### src/rtl/vdac_stream_pkg.sv
// Shared types for the vdac streaming front-end.
package vdac_stream_pkg;

  // Sequencer states, encoded in two bits.
  typedef enum logic [1:0] {
    ST_IDLE  = 2'd0,
    ST_PRIME = 2'd1,
    ST_RUN   = 2'd2
  } state_e;

  // Largest positive code for a given DAC width: sign bit 0, all others 1.
  function automatic int unsigned max_code_val(input int unsigned bitwidth);
    return (32'd1 << (bitwidth - 1)) - 32'd1;
  endfunction

endpackage

### src/rtl/vdac_fifo.sv
// Sample buffer: power-of-2 depth, synchronous reset, head exposed combinationally.
module vdac_fifo #(
  parameter int DEPTH = 4,
  parameter int WIDTH = 8
) (
  input  logic                           i_clk,
  input  logic                           i_rst,
  input  logic                           i_push,
  input  logic                           i_pop,
  input  logic [WIDTH-1:0]               i_data,
  output logic [WIDTH-1:0]               o_data,
  output logic [$clog2(DEPTH+1)-1:0]     o_count,
  output logic                           o_full,
  output logic                           o_empty
);

  localparam int PW = $clog2(DEPTH);
  localparam int CW = $clog2(DEPTH + 1);

  logic [WIDTH-1:0] mem_q [DEPTH];
  logic [WIDTH-1:0] mem_d [DEPTH];
  logic [PW-1:0]    wr_ptr_q, wr_ptr_d;
  logic [PW-1:0]    rd_ptr_q, rd_ptr_d;
  logic [CW-1:0]    count_q, count_d;
  logic             push_ok, pop_ok;

  assign o_full  = (count_q == CW'(DEPTH));
  assign o_empty = (count_q == '0);
  assign o_count = count_q;
  assign o_data  = mem_q[rd_ptr_q];

  // A full FIFO refuses pushes even when a pop happens in the same cycle.
  always_comb begin
    push_ok  = i_push & ~o_full;
    pop_ok   = i_pop & ~o_empty;
    mem_d    = mem_q;
    wr_ptr_d = wr_ptr_q;
    rd_ptr_d = rd_ptr_q;
    count_d  = count_q;
    if (push_ok) begin
      mem_d[wr_ptr_q] = i_data;
      wr_ptr_d        = wr_ptr_q + PW'(1);
    end
    if (pop_ok) begin
      rd_ptr_d = rd_ptr_q + PW'(1);
    end
    case ({push_ok, pop_ok})
      2'b10:   count_d = count_q + CW'(1);
      2'b01:   count_d = count_q - CW'(1);
      default: count_d = count_q;
    endcase
  end

  // Pointer/count registers; storage itself needs no reset.
  always_ff @(posedge i_clk) begin
    mem_q <= mem_d;
    if (i_rst) begin
      wr_ptr_q <= '0;
      rd_ptr_q <= '0;
      count_q  <= '0;
    end else begin
      wr_ptr_q <= wr_ptr_d;
      rd_ptr_q <= rd_ptr_d;
      count_q  <= count_d;
    end
  end

endmodule

### src/rtl/vdac_stream.sv
// Streaming front-end for the tri-state-inverter voltage DAC array:
// FIFO buffering, paced sample release and first-order error-feedback shaping.
module vdac_stream
  import vdac_stream_pkg::*;
#(
  parameter int BITWIDTH   = 6,
  parameter int EXTRA_BITS = 2,
  parameter int FIFO_DEPTH = 4,
  parameter int DIV_WIDTH  = 8
) (
  input  logic                                i_clk,
  input  logic                                i_rst,
  input  logic                                i_enable,
  input  logic [DIV_WIDTH-1:0]                i_div,
  input  logic [BITWIDTH+EXTRA_BITS-1:0]      i_sample,
  input  logic                                i_valid,
  output logic                                o_ready,
  output logic [$clog2(FIFO_DEPTH+1)-1:0]     o_level,
  output logic [BITWIDTH-1:0]                 o_dac_data,
  output logic                                o_dac_enable,
  output logic                                o_underrun
);

  localparam int W  = BITWIDTH + EXTRA_BITS;
  localparam int EW = (EXTRA_BITS > 0) ? EXTRA_BITS : 1;
  localparam logic [BITWIDTH-1:0] MAX_CODE = BITWIDTH'(max_code_val(BITWIDTH));

  state_e               state_q, state_d;
  logic [DIV_WIDTH-1:0] div_q, div_d;
  logic [W-1:0]         held_q, held_d;
  logic [EW-1:0]        err_q, err_d;
  logic [BITWIDTH-1:0]  dac_data_q, dac_data_d;
  logic                 dac_enable_q, dac_enable_d;
  logic                 underrun_q, underrun_d;

  logic                 fifo_full, fifo_empty, push, pop, tick;
  logic [W-1:0]         fifo_head;
  logic [W:0]           sum;
  logic                 overflow;
  logic [BITWIDTH-1:0]  shape_code;
  logic [EW-1:0]        shape_err;

  assign o_ready = ~fifo_full;
  assign push    = i_valid & o_ready;

  vdac_fifo #(
    .DEPTH (FIFO_DEPTH),
    .WIDTH (W)
  ) u_fifo (
    .i_clk   (i_clk),
    .i_rst   (i_rst),
    .i_push  (push),
    .i_pop   (pop),
    .i_data  (i_sample),
    .o_data  (fifo_head),
    .o_count (o_level),
    .o_full  (fifo_full),
    .o_empty (fifo_empty)
  );

  // err is never negative, so only the positive side can exceed the code range.
  assign sum      = {held_q[W-1], held_q} + {{(W + 1 - EW){1'b0}}, err_q};
  assign overflow = ~sum[W] & sum[W-1];

  if (EXTRA_BITS > 0) begin : g_shape
    assign shape_code = sum[W-1:EXTRA_BITS];
    assign shape_err  = sum[EW-1:0];
  end else begin : g_trunc
    assign shape_code = sum[W-1:0];
    assign shape_err  = '0;
  end

  assign tick = (state_q != ST_IDLE) && (div_q == i_div);

  // Next-state: sequencer, update-period divider, held sample and shaper.
  always_comb begin
    state_d      = state_q;
    div_d        = div_q;
    held_d       = held_q;
    err_d        = err_q;
    dac_data_d   = dac_data_q;
    dac_enable_d = dac_enable_q;
    underrun_d   = 1'b0;
    pop          = 1'b0;
    if (!i_enable) begin
      state_d      = ST_IDLE;
      div_d        = '0;
      held_d       = '0;
      err_d        = '0;
      dac_data_d   = '0;
      dac_enable_d = 1'b0;
    end else begin
      if (state_q == ST_IDLE) begin
        div_d = '0;
      end else if (div_q >= i_div) begin
        div_d = '0;
      end else begin
        div_d = div_q + DIV_WIDTH'(1);
      end
      case (state_q)
        ST_IDLE: state_d = ST_PRIME;
        ST_PRIME: begin
          if (tick && !fifo_empty) begin
            pop          = 1'b1;
            held_d       = fifo_head;
            state_d      = ST_RUN;
            dac_enable_d = 1'b1;
          end
        end
        ST_RUN: begin
          if (tick) begin
            if (!fifo_empty) begin
              pop    = 1'b1;
              held_d = fifo_head;
            end else begin
              underrun_d = 1'b1;
            end
          end
          if (overflow) begin
            dac_data_d = MAX_CODE;
            err_d      = '0;
          end else begin
            dac_data_d = shape_code;
            err_d      = shape_err;
          end
        end
        default: state_d = ST_IDLE;
      endcase
    end
  end

  // All sequencer state and registered outputs; reset takes priority.
  always_ff @(posedge i_clk) begin
    if (i_rst) begin
      state_q      <= ST_IDLE;
      div_q        <= '0;
      held_q       <= '0;
      err_q        <= '0;
      dac_data_q   <= '0;
      dac_enable_q <= 1'b0;
      underrun_q   <= 1'b0;
    end else begin
      state_q      <= state_d;
      div_q        <= div_d;
      held_q       <= held_d;
      err_q        <= err_d;
      dac_data_q   <= dac_data_d;
      dac_enable_q <= dac_enable_d;
      underrun_q   <= underrun_d;
    end
  end

  assign o_dac_data   = dac_data_q;
  assign o_dac_enable = dac_enable_q;
  assign o_underrun   = underrun_q;

endmodule

### config.mk
export PLATFORM = sky130hd
export DESIGN_NAME = vdac_stream
export DESIGN_NICKNAME = d
export VERILOG_FILES = /design/src/rtl/vdac_stream_pkg.sv /design/src/rtl/vdac_fifo.sv /design/src/rtl/vdac_stream.sv
export SDC_FILE = /design/constraint.sdc
export NUM_CORES = 1
export LEC_CHECK = 0
export BUFFER_PORTS_ARGS = -buffer_cell sky130_fd_sc_hd__buf_2
export CORE_ASPECT_RATIO = 1.25
export CORE_MARGIN = 2
export CORE_UTILIZATION = 60
export CTS_BUF_LIST = sky130_fd_sc_hd__clkbuf_2 sky130_fd_sc_hd__clkbuf_4 sky130_fd_sc_hd__clkbuf_8
export CTS_CLUSTER_DIAMETER = 200
export DETAILED_ROUTE_END_ITERATION = 16
export PLACE_DENSITY = 0.77
export RECOVER_POWER = 50
export SYNTH_ARGS = -nofsm -noshare
export SYNTH_HDL_FRONTEND = slang
export SYNTH_SLANG_ARGS = --single-unit
export TNS_END_PERCENT = 20
### constraint.sdc
create_clock -name i_clk -period 7.1 [get_ports i_clk]
set_input_delay 0.71 -clock i_clk [delete_from_list [all_inputs] [get_ports i_clk]]
set_output_delay 0.71 -clock i_clk [all_outputs]
set_load 0.01 [all_outputs]
==> results.cfg <==
[power_and_ir_drop]
switching_share_pct = 23.9
power.leakage_uw = 0.00133
intPower_uw = 601
total_power_uw = 789
peakVddDrop_mv = 0.211
power.density_nw_per_um2 = 230
p_sw_uw = 188
combPwrFrac_pct = 5.5
seqPwrFrac_pct = 53.4
p_clk_share_pct = 41.1

[global_route]
antenna_found_initial = 0
grt_usage_pct = 21.5
first_global_vias = 2044
overflow = 0
grt_pass1_wl_um = 9070
grt_max_degree = 18

[clocking]
cts_setup_buffers = 0
hold_buffers = 0
tritoncts = yes
cts_resized = 0
clock-sinks = 67
cts.clk_slew.worst_paths_ns = 0.08
root_buffer = clkbuf_8
h-tree-depth = 3
cts_buffer_depth = 2
clock_latency_ns = 0.34
cts_made_buffers = 9

[routing]
wirelength_um = 5390
drc = 0
ant_nets = 0
initialDrtViolationCount = 119
drt-wirelength-per-cell_um = 14.8
met1Wirelength_um = 2380
top_layer_used = met4
routed_via_density = 5.67
wl_met2_um = 2680
wl_met3_um = 220
dr.pass1.iters = 5
vias = 2069

[setup_path]
crit_path_max_incr_delay_ns = 0.62
r2r-start = div_q[5]
cpLargestDelayFamily = simple AND/OR/NAND/NOR gates
crit_buf_inv = 3
r2r-end = u_fifo.o_count[2]
crit_path_end_kind = register
startpoint = i_div[6]
cp_slowest_cell = or4_4
start_kind = primary input
crit_required_ns = 7.37
r2r_slack_ns = 4.00
crit_path_max_fanout = 12
reg2reg_depth = 10
cp.arrival_ns = 3.48
worstSetupPathType = primary input to register
crit_chain = buf_2 > inv_1 > ha_1 > nand4_1 > or4_4 > nor3_1 > ha_1 > inv_1 > fa_1 > xor2_1 > or3_1 > a21oi_1

[finish]
fill_cells = 364
fin_nets = 339
drive_gt1_share_pct = 15.8
num_antenna_cells = 0
area_delta_synth_final_pct = 12.8
stdcell_area_um2 = 3430
layout_common_cells = 35 x dfxtp_1, 32 x edfxtp_1, 21 x buf_2
mostFrequentLayoutCell = dfxtp_1
final_cells = 365

[timing]
setup_violations = 0
hold_violations = 0
worstMarginPinSlew_ns = 0.718
rsz0062_at_grt = false
clock_skew_ns = 0.0112
final.setup.tns_ns = 0
slew_viol_final = 0
post-route-min-period_ns = 3.21
max_freq_ghz = 0.312
final.period_utilization_pct = 45.2
relSlewSlack_pct = 52.1

[logic_synthesis]
synth_edf_count = 32
netlist_instances = 266
synth_ff_type = dfxtp_1
synth_nets = 307
synth_seq_cells = 67
syn_area_per_cell_um2 = 11.4
synthDistinctLibCells = 42
syn_area_um2 = 3050
async_flop_share_pct = 0
ys_warn_count = 0
ys_seq_area_share_pct = 54.6

[placement]
hpwlAfterDp_um = 3850
postPlaceCellArea_um2 = 3240
dp.cells = 349
place.gp.congestion = 0.873
io_buffers = 31

[die]
rows = 29
io_pins = 32
die_y_um = 83.7
die_area_um2 = 5670
initial_core_util_pct = 61.3
core_um2 = 4970
die_w_um = 67.7

[min_path]
min_to = o_dac_data[5]
min_from = o_dac_data[5]
hold_path_class = register to register
hold_depth = 2

[status]
status = completed

[job]
drv_cap = 0
==> metrics by stage <==
| step | setup slack, ns | hold slack (ns) | util, % |
|---|---|---|---|
| floorplan | 3.95 | 0.448 | - |
| global placement | 3.69 | 0.458 | 65.2 |
| detailed placement | 3.57 | 0.452 | 65.2 |
| CTS | 3.94 | 0.465 | 69.3 |
| global route | 3.77 | 0.498 | 69.1 |
| finish | 3.89 | 0.461 | 69.1 |
==> cell type report <==
type	count	area (um^2)	area share, %
flip-flops and latches	67	1660	48.4
well taps	62	77.6	2.26
multi-input cells	168	1260	36.8
clock inverters	7	81.3	2.37
inverters	20	75.1	2.19
clock buffers	9	124	3.61
repair buffers	32	150	4.37
==> cell usage after synthesis, types with 2 or more instances <==
library cell	number	area [um^2]
nand2b_1	2	12.5
fa_1	2	40.0
nor3_1	6	30.0
mux4_2	8	180
and3_1	10	62.6
a21oi_1	20	100
dfxtp_1	35	701
a21o_1	4	30.0
edfxtp_1	32	961
o21ai_0	13	65.1
a31oi_1	4	25.0
nand2_1	8	30.0
ha_1	19	238
xnor2_1	4	35.0
clkbuf_1	8	30.0
xor2_1	9	78.8
nor2_1	17	63.8
a32o_1	2	20.0
nand3_1	20	100
buf_2	2	10.0
inv_1	20	75.1
==> state kept, by name, summed over array words and instances (netlist names) <==
signal,flops
div_q,8
err_q,2
held_q,8
o_dac_data,6
o_dac_enable,1
o_underrun,1
state_q,2
u_fifo.mem_q,32
u_fifo.o_count,3
u_fifo.rd_ptr_q,2
u_fifo.wr_ptr_q,2
==> per-layer routing <==
metal	vias to the layer above	track usage, %
li1	1040	-
met3	8	6.07
met2	51	34.8
met5	-	0
met4	0	10.0
met1	970	25.7
==> worst max-delay path by stage <==
stage	end	slack, ns	cells past startpoint
floorplan	u_fifo.o_count[2]	3.95	11
global placement	u_fifo.o_count[2]	3.69	12
detailed placement	u_fifo.o_count[2]	3.57	12
CTS	u_fifo.o_count[2]	3.94	12
global route	u_fifo.o_count[2]	3.77	12
finish	u_fifo.o_count[2]	3.89	12
==> cells by family (layout without fill, tap and decap cells) <==
kind of cell             after synthesis  in the layout  share of synthesized area (%)
flip-flops                            67             67                           54.6
AND/OR/NAND/NOR                       74             74                           12.5
XOR/XNOR                              13             13                           3.74
buffers and inverters                 31             68                           3.90
adder cells (fa/ha/maj)               21             21                           9.12
AO/OA/AOI/OAI                         52             52                           10.3
multiplexers                           8              8                           5.92
==> power by group through the flow <==
stage               combinational [uW]  sequential [uW]  clock, uW
floorplan                         27.8              429          0
global placement                  42.2              429          0
detailed placement                44.5              430          0
CTS                               44.8              421        331
global route                      49.1              423        348
finish                            43.5              421        324
==> tightest hold or removal path: stages (launching register included) <==
cell and delay (ns):
dfxtp_1 0.31, nand2_1 0.06, a21oi_1 0.05
Power figures use the tool's default switching activity.
